$ cat src/rtl/timer_scheduler_if.sv
// Request/programming bus between the top-level FSMs and timer_scheduler.
// Also carries the shared 1 Hz / 0.5 Hz enables back out.
interface timer_scheduler_if;
    logic [2:0] req;
    logic [2:0] cancel;
    logic [5:0] interval_id;
    logic       prog_en;
    logic [1:0] prog_sel;
    logic [3:0] prog_value;
    logic [2:0] grant;
    logic [2:0] expired;
    logic [2:0] aborted;
    logic       busy;
    logic [3:0] remaining;
    logic       one_hz_enable;
    logic       half_hz_enable;

    modport master (
        output req, cancel, interval_id,
        output prog_en, prog_sel, prog_value,
        input  grant, expired, aborted, busy,
        input  remaining, one_hz_enable, half_hz_enable
    );

    modport slave (
        input  req, cancel, interval_id,
        input  prog_en, prog_sel, prog_value,
        output grant, expired, aborted, busy,
        output remaining, one_hz_enable, half_hz_enable
    );
endinterface

$ cat src/rtl/timer_scheduler.sv
// Shared countdown timer: fixed-priority arbitration with preemption,
// programmable interval table, and 1 Hz / 0.5 Hz enable generation.
module timer_scheduler #(
    parameter int CLK_HZ = 100000000,
    parameter int T0_DEF = 6,
    parameter int T1_DEF = 8,
    parameter int T2_DEF = 15,
    parameter int T3_DEF = 10
) (
    input logic clock,
    input logic reset,
    timer_scheduler_if.slave bus
);

    typedef enum logic [1:0] {
        IDLE,
        LOAD,
        COUNT,
        EXPIRE
    } state_t;

    localparam int PW = (CLK_HZ > 1) ? $clog2(CLK_HZ) : 1;
    localparam int HW = $clog2(2 * CLK_HZ);
    localparam logic [PW-1:0] PRE_LAST = PW'(CLK_HZ - 1);
    localparam logic [HW-1:0] HALF_LAST = HW'(2 * CLK_HZ - 1);

    state_t     state;
    logic [1:0] owner;
    logic [2:0] pending;
    logic [3:0] table_q [4];
    logic [2:0] grant_q;
    logic [2:0] expired_q;
    logic [2:0] aborted_q;
    logic       busy_q;
    logic [3:0] remaining_q;
    logic [PW-1:0] pre_q;
    logic [HW-1:0] half_q;

    logic       one_hz;
    logic [2:0] first;
    logic [1:0] top_idx;
    logic       top_valid;
    logic       preempt;
    logic       cancel_own;
    logic [1:0] entry;
    logic [3:0] load_val;
    logic [2:0] clr_mask;

    assign one_hz = (pre_q == PRE_LAST);

    // Isolate the lowest set bit so the decoder sees a one-hot value.
    assign first = pending & (~pending + 3'd1);

    always_comb begin
        top_idx   = 2'd0;
        top_valid = 1'b1;
        unique case (1'b1)
            first[0]: top_idx = 2'd0;
            first[1]: top_idx = 2'd1;
            first[2]: top_idx = 2'd2;
            default:  top_valid = 1'b0;
        endcase
    end

    assign preempt    = top_valid && (top_idx < owner);
    assign cancel_own = |(bus.cancel & grant_q);
    assign entry      = bus.interval_id[{owner, 1'b0} +: 2];
    assign load_val   = table_q[entry];

    always_comb begin
        clr_mask = '0;
        if (state == LOAD || (state == COUNT && preempt))
            clr_mask = grant_q;
    end

    always_ff @(posedge clock or posedge reset) begin
        if (reset) begin
            state       <= IDLE;
            owner       <= '0;
            pending     <= '0;
            grant_q     <= '0;
            expired_q   <= '0;
            aborted_q   <= '0;
            busy_q      <= 1'b0;
            remaining_q <= '0;
            table_q[0]  <= 4'(T0_DEF);
            table_q[1]  <= 4'(T1_DEF);
            table_q[2]  <= 4'(T2_DEF);
            table_q[3]  <= 4'(T3_DEF);
        end else begin
            expired_q <= '0;
            aborted_q <= '0;
            pending   <= (pending | bus.req) & ~bus.cancel & ~clr_mask;
            if (bus.prog_en)
                table_q[bus.prog_sel] <= bus.prog_value;
            unique case (state)
                IDLE: begin
                    if (top_valid) begin
                        owner   <= top_idx;
                        grant_q <= first;
                        busy_q  <= 1'b1;
                        state   <= LOAD;
                    end
                end
                LOAD: begin
                    if (cancel_own) begin
                        grant_q     <= '0;
                        remaining_q <= '0;
                        busy_q      <= 1'b0;
                        state       <= IDLE;
                    end else begin
                        remaining_q <= load_val;
                        state <= (load_val == 4'd0) ? EXPIRE : COUNT;
                    end
                end
                COUNT: begin
                    if (cancel_own) begin
                        grant_q     <= '0;
                        remaining_q <= '0;
                        busy_q      <= 1'b0;
                        state       <= IDLE;
                    end else if (preempt) begin
                        aborted_q <= grant_q;
                        grant_q   <= first;
                        owner     <= top_idx;
                        state     <= LOAD;
                    end else if (|(pending & grant_q)) begin
                        state <= LOAD;
                    end else if (one_hz) begin
                        if (remaining_q == 4'd1) begin
                            remaining_q <= '0;
                            state       <= EXPIRE;
                        end else begin
                            remaining_q <= remaining_q - 4'd1;
                        end
                    end
                end
                EXPIRE: begin
                    expired_q   <= grant_q;
                    grant_q     <= '0;
                    remaining_q <= '0;
                    busy_q      <= 1'b0;
                    state       <= IDLE;
                end
                default: state <= IDLE;
            endcase
        end
    end

    // Second prescaler restarts at LOAD so the first counted second is full.
    always_ff @(posedge clock or posedge reset) begin
        if (reset) begin
            pre_q  <= '0;
            half_q <= '0;
        end else begin
            if (state == LOAD || one_hz)
                pre_q <= '0;
            else
                pre_q <= pre_q + 1'b1;
            if (half_q == HALF_LAST)
                half_q <= '0;
            else
                half_q <= half_q + 1'b1;
        end
    end

    assign bus.grant          = grant_q;
    assign bus.expired        = expired_q;
    assign bus.aborted        = aborted_q;
    assign bus.busy           = busy_q;
    assign bus.remaining      = remaining_q;
    assign bus.one_hz_enable  = one_hz;
    assign bus.half_hz_enable = (half_q == HALF_LAST);

endmodule

$ cat src/flat_wrapper.sv
// flat-port wrapper written by rule: the top's interface ports become plain ports
module timer_scheduler_flat 
#(
    parameter int CLK_HZ = 100000000,
    parameter int T0_DEF = 6,
    parameter int T1_DEF = 8,
    parameter int T2_DEF = 15,
    parameter int T3_DEF = 10
)
  (clock, reset, bus_req, bus_cancel, bus_interval_id, bus_prog_en, bus_prog_sel, bus_prog_value, bus_grant, bus_expired, bus_aborted, bus_busy, bus_remaining, bus_one_hz_enable, bus_half_hz_enable);
  timer_scheduler_if bus_i ();
  input logic clock;
  input logic reset;
  input wire logic [$bits(bus_i.req)-1:0] bus_req;
  input wire logic [$bits(bus_i.cancel)-1:0] bus_cancel;
  input wire logic [$bits(bus_i.interval_id)-1:0] bus_interval_id;
  input wire logic [$bits(bus_i.prog_en)-1:0] bus_prog_en;
  input wire logic [$bits(bus_i.prog_sel)-1:0] bus_prog_sel;
  input wire logic [$bits(bus_i.prog_value)-1:0] bus_prog_value;
  output wire logic [$bits(bus_i.grant)-1:0] bus_grant;
  output wire logic [$bits(bus_i.expired)-1:0] bus_expired;
  output wire logic [$bits(bus_i.aborted)-1:0] bus_aborted;
  output wire logic [$bits(bus_i.busy)-1:0] bus_busy;
  output wire logic [$bits(bus_i.remaining)-1:0] bus_remaining;
  output wire logic [$bits(bus_i.one_hz_enable)-1:0] bus_one_hz_enable;
  output wire logic [$bits(bus_i.half_hz_enable)-1:0] bus_half_hz_enable;
  assign bus_i.req = bus_req;
  assign bus_i.cancel = bus_cancel;
  assign bus_i.interval_id = bus_interval_id;
  assign bus_i.prog_en = bus_prog_en;
  assign bus_i.prog_sel = bus_prog_sel;
  assign bus_i.prog_value = bus_prog_value;
  assign bus_grant = bus_i.grant;
  assign bus_expired = bus_i.expired;
  assign bus_aborted = bus_i.aborted;
  assign bus_busy = bus_i.busy;
  assign bus_remaining = bus_i.remaining;
  assign bus_one_hz_enable = bus_i.one_hz_enable;
  assign bus_half_hz_enable = bus_i.half_hz_enable;
  timer_scheduler #(.CLK_HZ(CLK_HZ), .T0_DEF(T0_DEF), .T1_DEF(T1_DEF), .T2_DEF(T2_DEF), .T3_DEF(T3_DEF)) u_core (.clock(clock), .reset(reset), .bus(bus_i));
endmodule
$ cat config.mk
export PLATFORM = sky130hd
export DESIGN_NAME = timer_scheduler_flat
export DESIGN_NICKNAME = d
export VERILOG_FILES = /design/src/rtl/timer_scheduler_if.sv /design/src/rtl/timer_scheduler.sv /design/src/flat_wrapper.sv
export SDC_FILE = /design/constraint.sdc
export NUM_CORES = 1
export LEC_CHECK = 0
export CAP_MARGIN = 15
export CORE_UTILIZATION = 63
export DETAILED_ROUTE_END_ITERATION = 16
export PLACE_DENSITY = 0.89
export SYNTH_ARGS = -nofsm -noshare
export SYNTH_HDL_FRONTEND = slang
export SYNTH_SLANG_ARGS = --single-unit
$ cat constraint.sdc
create_clock -name clock -period 7.5 [get_ports clock]
set_clock_uncertainty 0.2 [all_clocks]
set_input_delay 1.5 -clock clock [delete_from_list [all_inputs] [get_ports clock]]
set_output_delay 1.5 -clock clock [all_outputs]
set_load 0.02 [all_outputs]
==> results of run 1 <==
==> metrics by stage <==
step           instances  util [%]  power (mW)  hold slack, ns
2_1_floorplan        469         -       0.969           0.248
3_3_place_gp         594      71.5        1.09           0.267
3_5_place_dp         594      71.5        1.12           0.280
4_1_cts              610      74.2        1.45           0.292
5_1_grt              612      74.7        1.54           0.307
6_report             612      74.7        1.45           0.296
==> sequential cells by signal, indices dropped and copies added (netlist names) <==
| signal | count |
|---|---|
| u_core.half_q | 28 |
| u_core.pre_q | 27 |
| u_core.table_q | 16 |
| u_core.bus.remaining | 4 |
| u_core.bus.aborted | 3 |
| u_core.bus.expired | 3 |
| u_core.bus.grant | 3 |
| u_core.pending | 3 |
| u_core.owner | 2 |
| u_core.state | 2 |
| u_core.bus.busy | 1 |
==> final cells by class <==
| type | count | share of cell area (%) |
|---|---|---|
| multi-input cells | 344 | 42.7 |
| flip-flops and latches | 92 | 42.5 |
| repair buffers | 40 | 7.49 |
| clock buffers | 12 | 2.67 |
| well taps | 99 | 2.28 |
| inverters | 21 | 1.47 |
| clock inverters | 4 | 0.919 |
==> worst min path at each step <==
stage,to,slack [ns],cells after the start
floorplan,u_core.pre_q[0],0.25,1
global placement,u_core.pre_q[0],0.27,1
detailed placement,u_core.half_q[0],0.28,1
CTS,u_core.half_q[0],0.29,1
global route,u_core.half_q[6],0.31,1
finish,u_core.half_q[6],0.30,1
==> logic make-up (layout without fill, tap and decap cells) <==
group,count (synthesis),in the layout
AO/OA/AOI/OAI,48,48
XOR/XNOR,51,51
adder cells (fa/ha/maj),10,10
buffers and inverters,33,77
flip-flops,92,92
multiplexers,28,28
AND/OR/NAND/NOR,207,207
==> routing by layer <==
| layer | vias to the layer above | wire length, µm | GRT usage, % |
|---|---|---|---|
| met5 | - | 0 | 0 |
| met4 | 0 | 147 | 7.65 |
| met3 | 19 | 399 | 7.39 |
| met2 | 100 | 4840 | 45.9 |
| met1 | 1758 | 4440 | 36.3 |
| li1 | 1750 | - | - |
==> layout by cell type, fill, tap and decap left out, types with 5 or more instances in the layout <==
cell type | Yosys | final
dfrtp_1 | 83 | 83
nor2_1 | 59 | 59
clkdlybuf4s50_1 | 0 | 36
xnor2_1 | 28 | 28
nand2_1 | 26 | 26
xor2_1 | 23 | 23
nand3_1 | 22 | 22
mux2_2 | 20 | 20
inv_1 | 21 | 20
nand4_1 | 18 | 18
nor3_1 | 15 | 15
o211ai_1 | 13 | 13
nor4_1 | 12 | 12
ha_1 | 10 | 10
clkbuf_8 | 0 | 10
and2_1 | 9 | 9
dfstp_2 | 9 | 9
mux2i_1 | 8 | 8
nor2b_1 | 8 | 8
and3_1 | 6 | 6
o21ai_0 | 5 | 5
==> power groups by stage <==
stage | combinational (mW) | sequential, mW | clock (mW)
after floorplan | 0.331 | 0.638 | 0
final | 0.488 | 0.633 | 0.332
after global placement | 0.455 | 0.636 | 0
after global routing | 0.536 | 0.643 | 0.358
after CTS | 0.485 | 0.631 | 0.336
after detailed placement | 0.481 | 0.640 | 0
==> impl_metrics.toml, run 1 <==
[outcome]
status = "completed"

[global_route]
grt_pass1_vias = 3557
grt_pass1_wl_um = 16600
grt_overflow_total = 0
grt_max_degree = 93
grt_usage_pct = 27.7
antenna_found_initial = 0

[flow_run]
cap_violations = 0

[critical_path]
r2r_start = "u_core.pending[0]"
cpLargestDelayFamily = "simple AND/OR/NAND/NOR gates"
ff2ff_setup_slack_ns = 4.47
setup.worst_path.start_class = "flip-flop"
r2r-end = "u_core.bus.remaining[1]"
critPathCapture = "bus_one_hz_enable"
path_cells = "nor4b_1 -> nand3_1 -> nor4_1 -> clkdlybuf4s50_1"
crit_type = "reg2out"
max_stage_delay_ns = 0.69
cp_max_fo = 6
path_buf_inv = 1
crit_required_ns = 5.80
crit_slowest_cell = "clkdlybuf4s50_1"
worstPathArrival_ns = 2.46
end_kind = "output pin"
crit_start = "u_core.pre_q[8]"
cp.depth = 4
reg2reg_depth = 7

[clocking]
clk_latency_ns = 0.36
post_cts_buffers = 0
cts_buffers = 9
cts_sinks = 92
ctsRootBufferMaster = "clkbuf_8"
cts_buffer_depth = 2
ctsHtreeMaxLevel = 3
clk_pin_slew_worst_paths_ns = 0.09
post_cts_resized = 0
tritoncts = "built"
hold_buffers = 0

[synth]
synth_adder_area_share_pct = 2.63
ys_seq_elements = 92
muxShareOfSynthArea_pct = 6.41
synth_nets = 500
synth_compound_area_share_pct = 7.41
ys.flop_type = "dfrtp_1"
ys_top_cells_by_count = "83 x dfrtp_1, 59 x nor2_1, 28 x xnor2_1, 26 x nand2_1, 23 x xor2_1"
yosysWarnings = 0
synthXorXnorAreaFrac_pct = 9.38
synth_top_family_by_area = "simple AND/OR/NAND/NOR gates"
syn_area_per_cell_um2 = 10.2
synthSimpleGateAreaFrac_pct = 23.0
synth_edf_count = 0
async_flop_share_pct = 100
synthCells = 469
yosysSeqAreaShare_pct = 48.6
synth_top_cell_by_area = "dfrtp_1"
synth_area_mm2 = 0.00476
synth_area_leaders = "dfrtp_1 44%, xnor2_1 5.1%, dfstp_2 5.0%"
yosysUniqueCellTypes = 52
synth_top_area_share_pct = 43.6
synth_most_common_cell = "dfrtp_1"

[timing]
slew-limit-headroom_pct = 16.7
rsz0062_at_grt = "no"
period_minus_slack_ns = 4.16
setup_viol = 0
worst_pin_slew_ns = 1.24
final_max_slew_viol_count = 0
timing.final.ws_setup_ns = 3.34
fmax_mhz = 241
hold_viol = 0
fin_crit_sh_pct = 55.4
setup_tns_ns = 0

[pwr]
pwr-share-comb_pct = 33.6
powerDensity_mw_per_mm2 = 267
p_int_uw = 943
seqPwrFrac_pct = 43.6
p_leak_nw = 2.30
power.share.clock_pct = 22.8
ir_drop_v = 0.000141
switchingPower_uw = 510
swShare_pct = 35.1

[final_layout]
drive_above_1_share_pct = 10.5
syn_to_final_growth_pct = 14.3
final-seq-area_mm2 = 0.00231
multi_input_area_mm2 = 0.00232
layout.nets = 539
design_area_mm2 = 0.00544
antenna_cells = 0
fill_cells = 514

[die]
die_w_um = 88.9
rows = 31
dieArea_mm2 = 0.00791
initial_utilization_pct = 65.3
boundaryPins = 37
core_area_mm2 = 0.00729
dieHeight_um = 88.9

[route]
drc = 0
num_vias = 3627
ant_nets = 0
routed_via_density = 5.93
finalWirelength_um = 9830
drtIter0Drc = 216
drt-wirelength-per-cell_um = 16.1
dr.pass1.iters = 5

[placed_design]
place_area_mm2 = 0.00522
port_buffers = 36
gp_congestion = 0.933
dpl.hpwl_um = 6870
pre_cts_ws_ns = 3.50

[hold_path]
hold_path.class = "reg2reg"
hp-start = "u_core.half_q[6]"
No activity file was read; power rests on OpenSTA's default activity.
==> inputs of run 2 (changes only) <==
--- a/config.mk
+++ b/config.mk
@@ -6,9 +6,9 @@
 export NUM_CORES = 1
 export LEC_CHECK = 0
 export CAP_MARGIN = 15
-export CORE_UTILIZATION = 63
+export CORE_UTILIZATION = 58
 export DETAILED_ROUTE_END_ITERATION = 16
-export PLACE_DENSITY = 0.89
+export PLACE_DENSITY = 0.83
 export SYNTH_ARGS = -nofsm -noshare
 export SYNTH_HDL_FRONTEND = slang
 export SYNTH_SLANG_ARGS = --single-unit
==> constraint.sdc (replaced) <==
create_clock -name clock -period 3.9 [get_ports clock]
set_clock_uncertainty 0.2 [all_clocks]
set_input_delay 0.78 -clock clock [delete_from_list [all_inputs] [get_ports clock]]
set_output_delay 0.78 -clock clock [all_outputs]
set_load 0.02 [all_outputs]
==> impl_metrics.toml, run 2 (synthesis results as in run 1) <==
[placed_design]
gp_congestion = 0.910
place_area_mm2 = 0.00524
dpl.hpwl_um = 6730
port_buffers = 36

[final_layout]
antenna_cells = 0
final_core_util_pct = 69.3
fill_cells = 587
design_area_mm2 = 0.00544
largest_reg_flops = 28
syn_to_final_growth_pct = 14.1
largest_register = "u_core.half_q"
drive_above_1_share_pct = 10.4
top_regs = "u_core.half_q x28, u_core.pre_q x27, u_core.table_q x16"
mostFrequentLayoutCell = "dfrtp_1"
layout.nets = 539
final_cell_mix = "83 x dfrtp_1, 59 x nor2_1, 36 x clkdlybuf4s50_1"

[global_route]
grt_overflow_total = 0
grt_usage_pct = 24.2
grt_pass1_vias = 3661
grt_max_degree = 58
grt_pass1_wl_um = 16500
antenna_found_initial = 0

[critical_path]
crit_start = "u_core.pre_q[8]"
max_stage_delay_ns = 0.71
path_buf_inv = 1
cpLargestDelayFamily = "simple AND/OR/NAND/NOR gates"
crit_slowest_cell = "clkdlybuf4s50_1"
end_kind = "output pin"
reg2reg_depth = 7
critPathCapture = "bus_one_hz_enable"
cp.depth = 4
r2r_start = "u_core.pending[0]"
cp_max_fo = 6
crit_required_ns = 2.92
path_cells = "nor4b_1 -> nand3_1 -> nor4_1 -> clkdlybuf4s50_1"
worstPathArrival_ns = 2.44
r2r-end = "u_core.bus.remaining[0]"
crit_type = "reg2out"
setup.worst_path.start_class = "flip-flop"
ff2ff_setup_slack_ns = 0.81

[pwr]
pwr-share-comb_pct = 33.2
p_int_mw = 1.82
powerDensity_mw_per_mm2 = 510
switchingPower_uw = 951
p_leak_nw = 2.31
power.share.clock_pct = 22.9
swShare_pct = 34.3
seqPwrFrac_pct = 43.9
ir_drop_v = 0.000278

[timing]
rsz0062_at_grt = "no"
slew-limit-headroom_pct = 48.9
setup_viol = 0
setup_tns_ns = 0
fmax_mhz = 293
worst_pin_slew_ns = 0.767
fin_crit_sh_pct = 87.6
final_max_slew_viol_count = 0
period_minus_slack_ns = 3.42
hold_viol = 0

[clocking]
tritoncts = "built"
clk_pin_slew_worst_paths_ns = 0.08
post_cts_resized = 0
cts_sinks = 92
clk_latency_ns = 0.35
post_cts_buffers = 0
hold_buffers = 0
ctsRootBufferMaster = "clkbuf_8"
cts_buffers = 9
cts_buffer_depth = 2
ctsHtreeMaxLevel = 3

[route]
drtIter0Drc = 246
finalWirelength_um = 9520
num_vias = 3609
dr.pass1.iters = 5
ant_nets = 0
drc = 0
drt-wirelength-per-cell_um = 15.5
routed_via_density = 5.89

[hold_path]
hp-start = "u_core.half_q[0]"
hold_path.class = "reg2reg"

[die]
dieArea_mm2 = 0.00858
initial_utilization_pct = 60.7
dieHeight_um = 92.6
core_area_mm2 = 0.00785
die_w_um = 92.6
boundaryPins = 37
rows = 32

[flow_run]
cap_violations = 0

[outcome]
status = "completed"
-- run 2: cell count changes in the layout (fill, tap and decap cells not counted), sizes merged --
cell,change
buf,+1
clkbuf,-1
clkinvlp,-2
-- run 2: layer usage --
layer  vias to the layer above  track usage, %  wire length (µm)
met1                      1765            33.1              4540
met3                        14            4.19               361
met4                         0            8.21               125
met2                        86            39.2              4490
met5                         -               0                 0
li1                       1744               -                 -
-- run 2: worst min path at each step --
| stage | to | slack (ns) | cells after the start |
|---|---|---|---|
| finish | u_core.half_q[0] | 0.29 | 1 |
| global route | u_core.half_q[6] | 0.31 | 1 |
| CTS | u_core.pre_q[0] | 0.29 | 1 |
| detailed placement | u_core.pre_q[0] | 0.28 | 1 |
| global placement | u_core.pre_q[0] | 0.27 | 1 |
| floorplan | u_core.pre_q[0] | 0.25 | 1 |
-- run 2: cell type report --
| class | count | area [µm²] | area share [%] |
|---|---|---|---|
| Tap cell | 102 | 128 | 2.35 |
| Clock buffer | 12 | 155 | 2.85 |
| Inverter | 21 | 80.1 | 1.47 |
| Multi-Input combinational cell | 344 | 2320 | 42.7 |
| Timing Repair Buffer | 40 | 400 | 7.37 |
| Clock inverter | 2 | 35.0 | 0.645 |
| Sequential cell | 92 | 2310 | 42.6 |
-- run 2: power by group through the flow --
stage,Clock [mW],Combinational [mW],Sequential (mW)
finish,0.635,0.919,1.22
global route,0.682,1.01,1.23
CTS,0.648,0.916,1.21
detailed placement,0,0.914,1.23
global placement,0,0.881,1.22
floorplan,0,0.637,1.23
-- run 2: stage by stage --
stage                     instances  worst slack [ns]  power (mW)  hold slack [ns]
after global placement          598             0.707        2.11            0.266
after detailed placement        598             0.651        2.14            0.281
after CTS                       612             0.467        2.78            0.292
after floorplan                 469             0.543        1.86            0.248
after global routing            613             0.284        2.92            0.313
final                           613             0.484        2.77            0.288
-- run 2: worst reg2reg max path: stages (launching register included) --
cell and delay [ns]:
dfrtp_1 0.48, nor3b_1 0.41, ha_1 0.22, nor2b_1 0.06
o311a_1 0.37, or4_1 0.67, and2_4 0.22, a221o_1 0.33
==> RTL edit, RTL diff (settings of run 1) <==
Reset style: synchronous (`reset`), changed in 2 clocked blocks.
--- a/src/rtl/timer_scheduler.sv
+++ b/src/rtl/timer_scheduler.sv
@@ -75,3 +75,3 @@
 
-    always_ff @(posedge clock or posedge reset) begin
+    always_ff @(posedge clock) begin
         if (reset) begin
@@ -150,3 +150,3 @@
     // Second prescaler restarts at LOAD so the first counted second is full.
-    always_ff @(posedge clock or posedge reset) begin
+    always_ff @(posedge clock) begin
         if (reset) begin
Check against the original RTL: differs if reset is asserted again (counterexample within 4 cycles, from zero or initial values and one cycle with reset high); with reset held inactive, the same outputs for 4 cycles.
==> RTL edit against run 1 <==
  * Core utilization decreased by 0.93 points
  * Area after synthesis decreased by 8.1%
  * Sequential cell count unchanged
  * Via count decreased by 7.9%
  * Design area decreased by 8.5%
  * Largest cell class unchanged
  * Wire length decreased by 16%
  * Worst setup slack got worse by 0.024 ns
Power is not compared: it rests on default switching activity, and its combinational part moved more than twofold at a synthesized area within 25%.
==> RTL edit: results (changes against run 1) <==
[outcome]
outcome=complete, no violations

[yosys]
ys_async_sr_fraction=0  ; -1.00
synth_fa_ha_area_frac=0.0286  ; +0.00231
synthMuxAreaShare=0.0517  ; -0.0124
synth-compound-area-share=0.0577  ; -0.0164
syn_nets=497  ; -0.60%
synth_common_cells=nor2_1, dfxtp_1, xor2_1, nand2_1, nand3_1
yosys_warnings=0  ; unchanged
synthFlopType=dfxtp_1
synth_xor_area_frac=0.100  ; +0.00623
yosysSeqAreaShare=0.457  ; -0.0285
synthTopCellsByArea=dfxtp_1, edfxtp_1, xor2_1
synth.distinct_cells=55  ; +5.8%
synth_edf_count=16  ; +16

[worst_hold_path]
min_path_cells=1  ; unchanged
holdCritStartpoint=u_core.half_q[0]
min_path_type=flip-flop to flip-flop
holdPathEnd=u_core.half_q[0]

[critical_path]
crit_fanout=5  ; -1
timing.rr.start=u_core.pending[2]
reg2reg_slack_ns=4.75  ; +0.28 ns
reg2regPathDepth=8  ; +1
critPathMaxStageDelay_ns=0.66  ; -0.03 ns
slowest_stage=clkdlybuf4s50_1
rr_endpoint=u_core.bus.grant[1]

[drt]
first_pass_iters=5  ; unchanged
drt.antenna.violating_nets=0  ; unchanged
drt_iter0_drc=161  ; -25%
viasPerCell=5.68  ; -4.2%
drt_wl_total_mm=8.26  ; -16%

[sta]
timing.hold.ws_ns=0.258  ; -0.0383 ns
hold_violations=0  ; unchanged
worstMarginPinSlew_ns=0.923  ; -0.315 ns

[layout]
diodes=0  ; unchanged
reg_top3=u_core.half_q x28, u_core.pre_q x27, u_core.table_q x16
drive_above_1_share=0.0689  ; -0.0364
fin_nets=534  ; -0.93%

[power_and_ir_drop]
ir_drop_mv=0.142
p_leak_nw=1.80

[clocking]
cts_resized=0  ; unchanged
root_buffer=clkbuf_8
clk_pin_slew_worst_paths_ns=0.10
clk_latency_ns=0.36  ; about the same
clock_path_buffers=2  ; unchanged
post_cts_buffers=0  ; unchanged
htree_levels=3  ; unchanged
cts_buffers=9  ; unchanged

[global_routing]
grt_pass1_wl_mm=14.0  ; -16%
grt_antenna_before_repair=0  ; unchanged
grt_use_total=0.242  ; -0.0349
grt_pass1_vias=3162  ; -11%
grt_start_max_net_pins=28  ; -70%

[placed_design]
port_buffers=36  ; unchanged
gp_congestion=0.826  ; -12%
dp_hpwl_mm=5.90  ; -14%
post-place-ws_ns=3.43  ; -0.0718 ns

[RTL edit: cell count changes in the layout (fill, tap and decap cells not counted), moves of 13 or more]
| cell | delta |
|---|---|
| dfrtp_1 | -83 |
| dfxtp_1 | +76 |
| nor2_1 | +20 |
| mux2_2 | -18 |
| edfxtp_1 | +16 |
| xnor2_1 | -15 |
| xor2_1 | +14 |
| o211ai_1 | -13 |
[RTL edit: kinds of logic (layout without fill, tap and decap cells)]
kind of cell | Yosys count | in the layout
mux | 21 | 21
xor+xnor | 50 | 50
simple gates | 237 | 237
flops | 92 | 92
buf+inv | 23 | 65
fa+ha+maj | 10 | 10
compound gates | 33 | 33
[RTL edit: where the power goes]
part           internal [mW]  switching [mW]
clock                  0.143           0.172
sequential             0.527          0.0240
combinational         0.0933           0.119
[RTL edit: metrics by stage]
step	area (um^2)	instances	total power, mW
floorplan	4380	466	0.703
global placement	4790	572	0.759
detailed placement	4790	572	0.768
CTS	4980	588	1.08
global route	4980	588	1.13
finish	4980	588	1.08
[RTL edit: per-layer routing]
metal  up-vias  share of wire  global-route usage
li1       1694              -                   -
met5         -              0                   0
met2       100           0.49               0.416
met4         0          0.014              0.0712
met1      1535           0.44               0.297
met3        11          0.056              0.0691
[RTL edit: area by class of cell]
class | instances | area, um^2
clock buffer | 12 | 156
multi-input combinational | 351 | 2280
inverter | 12 | 45.0
sequential | 92 | 2000
clock inverter | 4 | 30.0
tap | 80 | 100
timing repair buffer | 37 | 368
fill | 478 | 1780
[RTL edit: worst max-delay path by stage]
stage / depth (start not counted) / endpoint / slack, ns / from
after floorplan: 6 / u_core.bus.remaining[3] / 4.10 / bus_cancel[0]
after global placement: 7 / u_core.bus.remaining[3] / 3.48 / bus_cancel[0]
after detailed placement: 7 / u_core.state[0] / 3.43 / bus_interval_id[3]
after CTS: 4 / bus_one_hz_enable / 3.30 / u_core.pre_q[13]
after global routing: 4 / bus_one_hz_enable / 3.20 / u_core.pre_q[14]
final: 4 / bus_one_hz_enable / 3.32 / u_core.pre_q[13]
[RTL edit: worst max-delay path: cells and delay by family, from the launching register on]
family	cells	cell delay, ns
AND/OR/NAND/NOR	3	1.06
buffers and inverters	1	0.66
flip-flops	1	0.41
